==> src/rtl/bta8_operand_loader.sv <==
// Purpose: gathers up to 8 operands from a stream and presents them in parallel to the tree adder, then registers the sum.
// Latency: the sum is captured ADD_LAT cycles after the final operand is accepted, and res_valid rises on that edge.
// Backpressure: in_ready is low from the end of a batch until the result handshakes; the result holds while res_ready is low.
module bta8_operand_loader #(
  parameter int N       = 8,
  parameter int M       = 16,
  parameter int ADD_LAT = 3
) (
  input  logic         clk,
  input  logic         rst_n,
  input  logic         in_valid,
  input  logic [M-1:0] in_data,
  input  logic         in_last,
  output logic         in_ready,
  output logic [M-1:0] A,
  output logic [M-1:0] B,
  output logic [M-1:0] C,
  output logic [M-1:0] D,
  output logic [M-1:0] E,
  output logic [M-1:0] F,
  output logic [M-1:0] G,
  output logic [M-1:0] H,
  output logic         C0,
  input  logic [M+2:0] add_sum,
  input  logic         add_carry,
  output logic         res_valid,
  output logic [M+2:0] res_data,
  output logic         res_carry,
  input  logic         res_ready,
  output logic [3:0]   res_count
);

  localparam int IW = $clog2(N);
  localparam int CW = $clog2(ADD_LAT + 1);

  typedef enum logic [1:0] {S_FILL, S_HOLD, S_OUT} state_t;

  state_t              state_q, state_d;
  logic [IW-1:0]       idx_q, idx_d;
  logic [N-1:0][M-1:0] slot_q, slot_d;
  logic [3:0]          cnt_q, cnt_d;
  logic [CW-1:0]       wait_q, wait_d;
  logic                res_valid_q, res_valid_d;
  logic [M+2:0]        res_data_q, res_data_d;
  logic                res_carry_q, res_carry_d;
  logic [3:0]          res_count_q, res_count_d;

  // Next-state logic: fill slots, wait out the adder latency, then hold the result until drained.
  always_comb begin
    state_d     = state_q;
    idx_d       = idx_q;
    slot_d      = slot_q;
    cnt_d       = cnt_q;
    wait_d      = wait_q;
    res_valid_d = res_valid_q;
    res_data_d  = res_data_q;
    res_carry_d = res_carry_q;
    res_count_d = res_count_q;
    case (state_q)
      S_FILL: begin
        if (in_valid) begin
          slot_d[idx_q] = in_data;
          idx_d         = idx_q + 1'b1;
          if (idx_q == IW'(N - 1) || in_last) begin
            // Slots above the last one are normally already zero; clearing them here keeps that guaranteed.
            for (int i = 0; i < N; i++) begin
              if (i > int'(idx_q)) slot_d[i] = '0;
            end
            cnt_d   = 4'(idx_q) + 4'd1;
            wait_d  = CW'(ADD_LAT);
            state_d = S_HOLD;
          end
        end
      end
      S_HOLD: begin
        wait_d = wait_q - 1'b1;
        if (wait_q == CW'(1)) begin
          res_data_d  = add_sum;
          res_carry_d = add_carry;
          res_valid_d = 1'b1;
          res_count_d = cnt_q;
          state_d     = S_OUT;
        end
      end
      S_OUT: begin
        if (res_ready) begin
          res_valid_d = 1'b0;
          idx_d       = '0;
          slot_d      = '0;
          state_d     = S_FILL;
        end
      end
      default: state_d = S_FILL;
    endcase
  end

  // State and datapath registers; reset discards any batch or result in flight.
  always_ff @(posedge clk or negedge rst_n) begin
    if (!rst_n) begin
      state_q     <= S_FILL;
      idx_q       <= '0;
      slot_q      <= '0;
      cnt_q       <= '0;
      wait_q      <= '0;
      res_valid_q <= 1'b0;
      res_data_q  <= '0;
      res_carry_q <= 1'b0;
      res_count_q <= '0;
    end else begin
      state_q     <= state_d;
      idx_q       <= idx_d;
      slot_q      <= slot_d;
      cnt_q       <= cnt_d;
      wait_q      <= wait_d;
      res_valid_q <= res_valid_d;
      res_data_q  <= res_data_d;
      res_carry_q <= res_carry_d;
      res_count_q <= res_count_d;
    end
  end

  assign in_ready  = (state_q == S_FILL);
  assign C0        = 1'b0;
  assign A         = slot_q[0];
  assign B         = slot_q[1];
  assign C         = slot_q[2];
  assign D         = slot_q[3];
  assign E         = slot_q[4];
  assign F         = slot_q[5];
  assign G         = slot_q[6];
  assign H         = slot_q[7];
  assign res_valid = res_valid_q;
  assign res_data  = res_data_q;
  assign res_carry = res_carry_q;
  assign res_count = res_count_q;

endmodule

==> config.mk <==
export PLATFORM = sky130hd
export DESIGN_NAME = bta8_operand_loader
export DESIGN_NICKNAME = d
export VERILOG_FILES = /design/src/rtl/bta8_operand_loader.sv
export SDC_FILE = /design/constraint.sdc
export NUM_CORES = 1
export LEC_CHECK = 0
export ABC_AREA = 1
export ABC_CLOCK_PERIOD_IN_PS = 2000
export BUFFER_PORTS_ARGS = -buffer_cell sky130_fd_sc_hd__buf_2
export CAP_MARGIN = 20
export CORE_UTILIZATION = 27
export DETAILED_ROUTE_END_ITERATION = 10
export PLACE_DENSITY_LB_ADDON = 0.08
export SLEW_MARGIN = 10
export SYNTH_ARGS = -nofsm -noshare
export SYNTH_HDL_FRONTEND = slang
export SYNTH_SLANG_ARGS = --single-unit
export TNS_END_PERCENT = 50
==> constraint.sdc <==
create_clock -name clk -period 2 [get_ports clk]
set_input_delay 0.1 -clock clk [delete_from_list [all_inputs] [get_ports clk]]
set_output_delay 0.1 -clock clk [all_outputs]
set_load 0.01 [all_outputs]
==> impl_metrics.toml <==
[outcome]
status = "complete, no violations"

[routing]
viasPerCell = 4.40
vias = 6485
wl_per_cell_um = 17.0
ant_nets = 0
first_iter_violations = 298
drc = 0
dr.pass1.iters = 4
wirelength_mm = 25.1

[pwr]
pwr-share-clk_pct = 21.5
netSwitchingPower_mw = 6.45
power_frac_seq_pct = 34.8
peakVddDrop_uv = 573
pwr-share-comb_pct = 43.7
p_per_area_nw_per_um2 = 1600
power.leakage_nw = 5.50
power_switching_share_pct = 41.8
power_mw = 15.4
p_int_mw = 9.00

[setup_path]
critPathSlowestCell = "dfrtp_1"
crit_chain = "nor2_2, nand2_2, nand2_4, buf_12, nand3_2, nand2_1, nor2_1"
start_kind = "register"
r2r_cells = 7
worst_r2r_endpoint = "B[4]"
cp_max_fo = 21
cp.arrival_ns = 2.11
critPathMaxStageDelay_ns = 0.40
cp-end-kind = "register"
crit_start = "state_q[0]"
critPathRequiredTime_ns = 2.31
cp-endpoint = "B[4]"
ff2ff_setup_slack_ns = 0.21
path_class = "reg -> reg"
r2r-start = "state_q[0]"

[sta]
fin_crit_ns = 1.79
max_freq_mhz = 557
post-route-period-util_pct = 89.7
final_max_slew_viol_count = 0
hold_slack_ns = 0.0415
slew_headroom_pct = 64.0
grt_setup_unrepaired = "no"
finClkSkew_ns = 0.0145
finalSetupViolations = 0
tns_ns = 0
finalHoldViolations = 0
worstMarginPinSlew_ns = 0.539

[global_route]
antenna_found_initial = 1
grt_pass1_vias = 6224
grt-ovfl-total = 0
grtUsageTotal_pct = 18.0
grt_pass1_wl_mm = 38.4
grt_max_degree = 44

[die]
start_util_pct = 27.5
fp.coreArea_um2 = 27000
fp-row-count = 60
fp.dieArea_um2 = 28200
fp.dieW_um = 168
fp.dieH_um = 168
pin_count = 196

[clock_tree]
cts-buffers-inserted = 17
cts_setup_buffers = 0
htreeDepth = 4
clockRootBuffer = "clkbuf_16"
clk_pin_slew_worst_paths_ns = 0.06
cts_tree = "built"
numClockSinks = 164
clk_latency_ns = 0.43
clockBufferDepth = 2

[final_layout]
diodes = 0
seqCellArea_um2 = 4100
fin_util_pct = 35.9
multi_input_area_um2 = 2690
num-nets-final = 1165
drive_above_1_share_pct = 24.3
fillerInstances = 2859
area_growth_pct = 30.2
final_area_um2 = 9660

[placed_design]
port-buffer-count = 194
dpl.hpwl_mm = 16.3
placed_area_um2 = 8860
gp_congestion = 0.738

[synthesis]
synth_flop_cell = "dfrtp_1"
syn_area_um2 = 7420
yosys-top-cells-count = "nand2_1, dfrtp_1, nor2_1"
synth_top_cell_area_share_pct = 55.3
ys_seq_elements = 164
syn_inst = 906
synth_area_per_cell_um2 = 8.19
synthArstFlopShare_pct = 100
synth_cell_types = 29
yosys_warnings = 0
synthTopCellsByArea = "dfrtp_1, nand2_1, nand3_1, nor2_1, inv_1"
synth_largest_area_cell = "dfrtp_1"
synth.most_common_cell = "nand2_1"
synth_edf_count = 0
synth_seq_area_share_pct = 55.3
synth_nets = 951

[hold_path]
hp-class = "in -> reg"

[run]
max_cap_violations = 0
worst min-delay path by stage:
stage / from / to / cells after the start
global route: in_valid / idx_q[1] / 3
CTS: in_valid / idx_q[1] / 3
floorplan: rst_n / A[0] / 0
global placement: rst_n / res_data[11] / 1
finish: in_valid / idx_q[2] / 3
detailed placement: rst_n / res_data[11] / 1
flip-flops by register name (all words and copies together) (netlist names), 2 cells and up:
name       cells
A             16
B             16
C             16
D             16
E             16
F             16
G             16
H             16
cnt_q          4
idx_q          3
res_count      4
res_data      19
state_q        2
wait_q         2
cell type report:
type                       instances  area share, %
clock buffer                      21           4.66
clock inverter                    11           1.29
inverter                          87           3.38
multi-input combinational        603           27.8
sequential                       164           42.5
tap                              341           4.42
timing repair buffer             247           16.0
timing repair:
action                                  CTS  global route
hold endpoints to repair                 85             0
endpoints found under the setup margin    0             3
gates resized for setup                   0             1
hold buffers                             22             0
routing by layer:
layer / part of all wire [%] / GRT usage (%) / routed length, um / vias to the layer above
met5: 0.052 / 0 / 13 / -
met4: 0.90 / 4.19 / 225 / 2
li1: - / - / - / 3272
met2: 45 / 28.0 / 11200 / 137
met3: 5.5 / 4.80 / 1380 / 15
met1: 49 / 25.0 / 12200 / 3059
worst max-delay path: cells and delay by family (launching register included):
kind	cells	cell delay (ns)
buf+inv	1	0.21
simple gates	6	1.06
flops	1	0.40
metrics by stage:
stage | worst slack, ns | instances
floorplan | 0.309 | 906
global placement | 0.188 | 1420
detailed placement | 0.190 | 1420
CTS | 0.169 | 1474
global route | 0.00927 | 1474
finish | 0.205 | 1474
kinds of logic (layout without fill, tap and decap cells):
kind of cell,after synthesis,count (layout),share of synthesized area (%)
DFF,164,164,55.3
buffers and inverters,139,366,8.56
xor gates and xnor gates,1,1,0.118
AOI/OAI and AO/OA,123,123,8.51
other,1,1,0.0505
and+or+nand+nor,474,474,26.8
adders and majority gates,4,4,0.674
cells in the final DEF (no fill, tap or decap):
cell,n
nand2_1,234
buf_2,193
dfrtp_1,164
nor2_1,124
nand3_1,99
inv_1,82
a21oi_1,56
o21ai_0,51
dlygate4sd3_1,22
buf_4,22
clkbuf_16,17
o21ai_1,13
buf_12,9
nand2_2,6
inv_2,4
ha_1,4
nand2_4,3
clkbuf_1,3
clkinv_2,3
inv_6,3
nor2_2,2
nor3_4,2
nor2_4,2
o22ai_1,2
clkinvlp_4,2
bufinv_16,2
clkinv_1,1
nand3_2,1
a21boi_4,1
nor3_1,1
xor2_1,1
conb_1,1
clkinv_4,1
clkbuf_8,1
buf_6,1
power by group through the flow:
| stage | combinational [mW] | clock [mW] | sequential (mW) |
|---|---|---|---|
| after floorplan | 3.58 | 0 | 5.92 |
| after global placement | 6.79 | 0 | 5.44 |
| after detailed placement | 6.81 | 0 | 5.45 |
| after CTS | 6.86 | 3.42 | 5.40 |
| after global routing | 7.60 | 3.55 | 5.54 |
| final | 6.75 | 3.32 | 5.38 |
No activity file was read; power rests on OpenSTA's default activity.
